===== config.mk =====
export PLATFORM = sky130hd
export DESIGN_NAME = config_frame_loader
export DESIGN_NICKNAME = d
export VERILOG_FILES = /design/src/rtl/config_frame_loader_pkg.sv /design/src/rtl/config_sync_detect.sv /design/src/rtl/config_frame_loader.sv
export SDC_FILE = /design/constraint.sdc
export NUM_CORES = 1
export LEC_CHECK = 0
export CAP_MARGIN = 20
export CORE_MARGIN = 8
export CORE_UTILIZATION = 35
export CTS_CLUSTER_DIAMETER = 40
export DETAILED_ROUTE_END_ITERATION = 10
export GPL_TIMING_DRIVEN = 1
export PLACE_DENSITY = 0.58
export SYNTH_ARGS = -nofsm -noshare
export SYNTH_HDL_FRONTEND = slang
export SYNTH_SLANG_ARGS = --single-unit

===== constraint.sdc =====
create_clock -name UserCLK -period 3.3 [get_ports UserCLK]
set_input_delay 0.495 -clock UserCLK [delete_from_list [all_inputs] [get_ports UserCLK]]
set_output_delay 0.495 -clock UserCLK [all_outputs]
set_load 0.02 [all_outputs]

===== src/rtl/config_frame_loader_pkg.sv =====
// rtl/config_frame_loader_pkg.sv - shared states and stream constants for config_frame_loader
// The CHK state exists only when CONFIG_FRAME_LOADER_CRC_EN is defined.
package config_frame_loader_pkg;
  localparam logic [31:0] SYNC_WORD = 32'hFAB0FAB1;
  localparam logic [7:0]  CMD_WRITE = 8'h01;
  localparam logic [7:0]  CMD_END   = 8'h00;

  typedef enum logic [3:0] {
    SYNC, CMD, COL, FRM, DATA, SETUP, STROBE, HOLD
`ifdef CONFIG_FRAME_LOADER_CRC_EN
    , CHK
`endif
  } state_e;
endpackage


===== src/rtl/config_sync_detect.sv =====
// rtl/config_sync_detect.sv - 32-bit MSB-first shift register with sync word compare
// match looks at the value being shifted in, so no byte after the sync word is lost.
module config_sync_detect
  import config_frame_loader_pkg::*;
(
  input  logic       clk,
  input  logic       rst_n,
  input  logic       shift_en,
  input  logic [7:0] byte_in,
  output logic       match
);
  logic [31:0] sync_q, sync_d;

  always_comb begin
    sync_d = sync_q;
    if (shift_en) sync_d = {sync_q[23:0], byte_in};
  end

  always_ff @(posedge clk or negedge rst_n) begin
    if (!rst_n) sync_q <= '0;
    else        sync_q <= sync_d;
  end

  assign match = shift_en && (sync_d == SYNC_WORD);
endmodule


===== src/rtl/config_frame_loader.sv =====
// rtl/config_frame_loader.sv - byte-stream configuration frame loader with column/frame strobes
// Optional trailing XOR check byte: define CONFIG_FRAME_LOADER_CRC_EN.
module config_frame_loader
  import config_frame_loader_pkg::*;
#(
  parameter int NUM_COLUMNS    = 16,
  parameter int FRAMES_PER_COL = 20,
  parameter int FRAME_BITS     = 32
) (
  input  logic                      UserCLK,
  input  logic                      resetn,
  input  logic [7:0]                s_data,
  input  logic                      s_valid,
  output logic                      s_ready,
  output logic [FRAME_BITS-1:0]     FrameData,
  output logic [NUM_COLUMNS-1:0]    ColSelect,
  output logic [FRAMES_PER_COL-1:0] FrameStrobe,
  output logic                      busy,
  output logic                      done,
  output logic                      error,
  input  logic                      err_clr
);
  localparam int BYTES = FRAME_BITS / 8;
  localparam int CW    = $clog2(BYTES + 1);

  state_e                state_q, state_d;
  logic [7:0]            col_q, col_d, frm_q, frm_d;
  logic [FRAME_BITS-1:0] data_q, data_d;
  logic [CW-1:0]         cnt_q, cnt_d;
  logic                  done_q, done_d, err_q, err_d;
  logic                  accept, sync_match, col_ok, idx_ok, last_byte, fault, col_active;
`ifdef CONFIG_FRAME_LOADER_CRC_EN
  logic [7:0]            chk_q, chk_d;
`endif

  assign s_ready    = !(state_q inside {SETUP, STROBE, HOLD});
  assign accept     = s_valid && s_ready;
  assign col_ok     = 32'(col_q) < NUM_COLUMNS;
  assign idx_ok     = col_ok && (32'(frm_q) < FRAMES_PER_COL);
  assign last_byte  = (cnt_q == CW'(BYTES - 1));
  assign col_active = !(state_q inside {SYNC, CMD, COL});

  config_sync_detect u_sync (
    .clk     (UserCLK),
    .rst_n   (resetn),
    .shift_en(accept && (state_q == SYNC)),
    .byte_in (s_data),
    .match   (sync_match)
  );

  always_comb begin
    state_d = state_q;
    col_d   = col_q;
    frm_d   = frm_q;
    data_d  = data_q;
    cnt_d   = cnt_q;
    done_d  = 1'b0;
    fault   = 1'b0;
`ifdef CONFIG_FRAME_LOADER_CRC_EN
    chk_d   = chk_q;
`endif
    case (state_q)
      SYNC: if (sync_match) state_d = CMD;
      CMD: if (accept) begin
        if (s_data == CMD_WRITE) state_d = COL;
        else begin
          state_d = SYNC;
          if (s_data == CMD_END) done_d = 1'b1;
          else                   fault  = 1'b1;
        end
      end
      COL: if (accept) begin
        col_d   = s_data;
        state_d = FRM;
`ifdef CONFIG_FRAME_LOADER_CRC_EN
        chk_d   = s_data;
`endif
      end
      FRM: if (accept) begin
        frm_d   = s_data;
        cnt_d   = '0;
        state_d = DATA;
`ifdef CONFIG_FRAME_LOADER_CRC_EN
        chk_d   = chk_q ^ s_data;
`endif
      end
      DATA: if (accept) begin
        data_d = (data_q << 8) | FRAME_BITS'(s_data);
        cnt_d  = cnt_q + CW'(1);
`ifdef CONFIG_FRAME_LOADER_CRC_EN
        chk_d  = chk_q ^ s_data;
        if (last_byte) state_d = CHK;
`else
        if (last_byte) begin
          if (idx_ok) state_d = SETUP;
          else begin
            fault   = 1'b1;
            state_d = CMD;
          end
        end
`endif
      end
`ifdef CONFIG_FRAME_LOADER_CRC_EN
      CHK: if (accept) begin
        if (idx_ok && (s_data == chk_q)) state_d = SETUP;
        else begin
          fault   = 1'b1;
          state_d = CMD;
        end
      end
`endif
      SETUP:   state_d = STROBE;
      STROBE:  state_d = HOLD;
      HOLD:    state_d = CMD;
      default: state_d = SYNC;
    endcase
    // A fault in the same cycle as err_clr keeps the flag set.
    err_d = fault || (err_q && !err_clr);
  end

  always_ff @(posedge UserCLK or negedge resetn) begin
    if (!resetn) begin
      state_q <= SYNC;
      col_q   <= '0;
      frm_q   <= '0;
      data_q  <= '0;
      cnt_q   <= '0;
      done_q  <= 1'b0;
      err_q   <= 1'b0;
`ifdef CONFIG_FRAME_LOADER_CRC_EN
      chk_q   <= '0;
`endif
    end else begin
      state_q <= state_d;
      col_q   <= col_d;
      frm_q   <= frm_d;
      data_q  <= data_d;
      cnt_q   <= cnt_d;
      done_q  <= done_d;
      err_q   <= err_d;
`ifdef CONFIG_FRAME_LOADER_CRC_EN
      chk_q   <= chk_d;
`endif
    end
  end

  assign FrameData   = data_q;
  assign ColSelect   = (col_active && col_ok) ? (NUM_COLUMNS'(1) << col_q) : '0;
  assign FrameStrobe = (state_q == STROBE) ? (FRAMES_PER_COL'(1) << frm_q) : '0;
  assign busy        = (state_q != SYNC);
  assign done        = done_q;
  assign error       = err_q;
endmodule


==> metrics.yaml <==
final_common_cell: "clkdlybuf4s50_1"
path_max_fanout: 19
yosys.area.top_type_share_pct: 54.6
worstSetupEndpoint: "ColSelect[8]"
die_y_um: 118
period_needed_ns: 2.97
viasPerCell: 4.95
crit_type: "flop to output port"
io_pins: 84
synth_area_leaders: "dfrtp_1 (55%), mux2_2 (22%), nor2_1 (4.2%)"
antenna_left: 0
clock_skew_ns: 0.00808
nNetsFinal: 402
syn-cell-area_um2: 3670
r2r_end: "FrameData[6]"
crit_arrival_ns: 2.47
timing.rr.start: "state_q[1]"
max_stage_delay_ns: 0.69
dp_hpwl_um: 6320
ys_seq_area_share_pct: 54.6
cts_resized: 0
synth.distinct_cells: 43
area_growth_pct: 33.8
cp-start-kind: "flop"
cellLeakagePower_nw: 1.95
cts-root-buf: "clkbuf_8"
power_density_nw_per_um2: 897
syn_nets: 312
ys_warn_count: 0
clk_pin_slew_ns: 0.09
period_share_pct: 89.9
synthCells: 298
synth-async-reset-ratio_pct: 100
cts-buffers-inserted: 9
cts_hold_buf: 0
firstDrtPassIters: 4
antenna_found_initial: 0
post-cts-setup-buffer-count: 0
grt_pass1_vias: 2618
routabilityCongestion: 0.795
ir_drop_mv: 0.445
finalWirelength_um: 8780
r2r_setup_slack_ns: 1.28
holdCritPathClass: "primary input to asynchronous set/reset pin"
diodes: 0
final_core_util_pct: 48.0
worstSetupStartpoint: "state_q[1]"
clock-sinks: 80
crit_chain: "a21oi_1 -> nor3b_1 -> nand2_1 -> nor3_1 -> clkdlybuf4s50_1"
drive_gt1_share_pct: 27.0
die_area_um2: 14000
drv_slew: 0
clock_path_buffers: 2
synth-edff-count: 0
r2r_cells: 4
start_util_pct: 35.9
cts_tree: "built"
gr-usage-all-layers_pct: 12.9
grt_max_degree: 81
slowest_stage: "dfrtp_1"
ctsHtreeMaxLevel: 3
fmax_mhz: 337
rows: 37
ys_ff_latch: 80
coreArea_um2: 10200
grt.overflow.total: 0
synth_top_flop_cell: "dfrtp_1"
tightest_slew_ns: 0.595
status: "completed"
route.detailed.drc: 0
slew_headroom_pct: 60.1
vias: 2620
critical_path_required_ns: 2.80
drtIter0Drc: 143
clkLatencyLatePin_ns: 0.35
tns_ns: 0
grt_setup_unrepaired: "no"
synth_area_leader_cell: "dfrtp_1"
grt_pass1_wl_um: 14500
worstSetupEndpointType: "output port"
final_cell_mix: "clkdlybuf4s50_1 (82), dfrtp_1 (80), mux2_2 (72)"
hold_violations: 0
wire_per_inst_um: 16.6
avgSynthCellArea_um2: 12.3
io_buffers: 83
cap_violations: 0
final-setup-viol-count: 0
fp.dieW_um: 118
## worst max-delay path: cells and delay by family, from the launching register on
family,cells,cell delay (ns)
DFF,1,0.69
and+or+nand+nor,3,0.63
buffers and inverters,1,0.63
AOI/OAI and AO/OA,1,0.17
## per-stage QoR
| stage | power (mW) | cells | worst slack (ns) | instance area, µm² | hold WS, ns |
|---|---|---|---|---|---|
| after CTS | 4.46 | 527 | 0.285 | 4870 | 0.345 |
| after floorplan | 2.93 | 298 | 1.08 | 3670 | 0.199 |
| after detailed placement | 3.69 | 511 | 0.689 | 4660 | 0.489 |
| after global routing | 4.71 | 529 | 0.103 | 4910 | 0.484 |
| after global placement | 3.65 | 511 | 0.699 | 4660 | 0.485 |
| final | 4.40 | 529 | 0.332 | 4910 | 0.504 |
## sequential cells by signal (all words and copies together), names as in the netlist
signal	flops
frm_q	8
error	1
cnt_q	3
col_q	8
FrameData	32
u_sync.sync_q	24
state_q	3
done	1
## power by group
group	internal, mW	switching, mW	leakage (nW)
Sequential	1.45	0.381	0.985
Clock	0.368	0.392	0.105
Combinational	0.976	0.834	0.856
Total	2.80	1.61	1.95
## cells by family (layout without fill, tap and decap cells)
logic type	count (synthesis)	after routing	share of synthesized area, %
buf+inv	15	110	1.81
compound gates	26	26	4.71
mux	72	72	22.1
flops	80	80	54.6
simple gates	103	103	16.1
fa+ha+maj	2	2	0.682
## routing by layer
metal	wire, µm	GRT usage, %	vias up	part of all wire, %
li1	-	-	1262	-
met1	3740	15.3	1292	43
met2	4440	21.6	59	51
met3	503	4.76	7	5.7
met4	95	3.32	0	1.1
met5	0	0	-	0
## cell type report
type	instances	area (µm²)
multi-input cells	203	1610
flip-flops and latches	80	2000
repair buffers	91	911
clock buffers	9	124
clock inverters	7	86.3
inverters	3	11.3
fillers	957	5320
well taps	136	170
## synth_stat cells, drive strengths merged, types with 2 or more instances
cell / number
nand2: 9
or4b: 2
clkbuf: 4
nand3: 5
and4: 3
nor3: 8
a21oi: 5
nand3b: 3
dfrtp: 80
buf: 8
and2: 2
a31oi: 2
nand4b: 3
mux2: 72
nor2: 42
nor3b: 4
ha: 2
nand4: 2
nand2b: 7
nor4: 4
o21ai: 5
nor4b: 3
a211oi: 3
or4: 2
inv: 3
## how the worst min path moves through the flow
| stage | startpoint | end | slack, ns | cells after the start |
|---|---|---|---|---|
| 6_report | resetn | cnt_q[1] | 0.50 | 2 |
| 5_1_grt | resetn | cnt_q[1] | 0.48 | 2 |
| 4_1_cts | resetn | FrameData[15] | 0.34 | 1 |
| 3_5_place_dp | u_sync.sync_q[21] | u_sync.sync_q[21] | 0.49 | 1 |
| 3_3_place_gp | u_sync.sync_q[21] | u_sync.sync_q[21] | 0.48 | 1 |
| 2_1_floorplan | resetn | FrameData[0] | 0.20 | 0 |
Power figures use the tool's default switching activity.
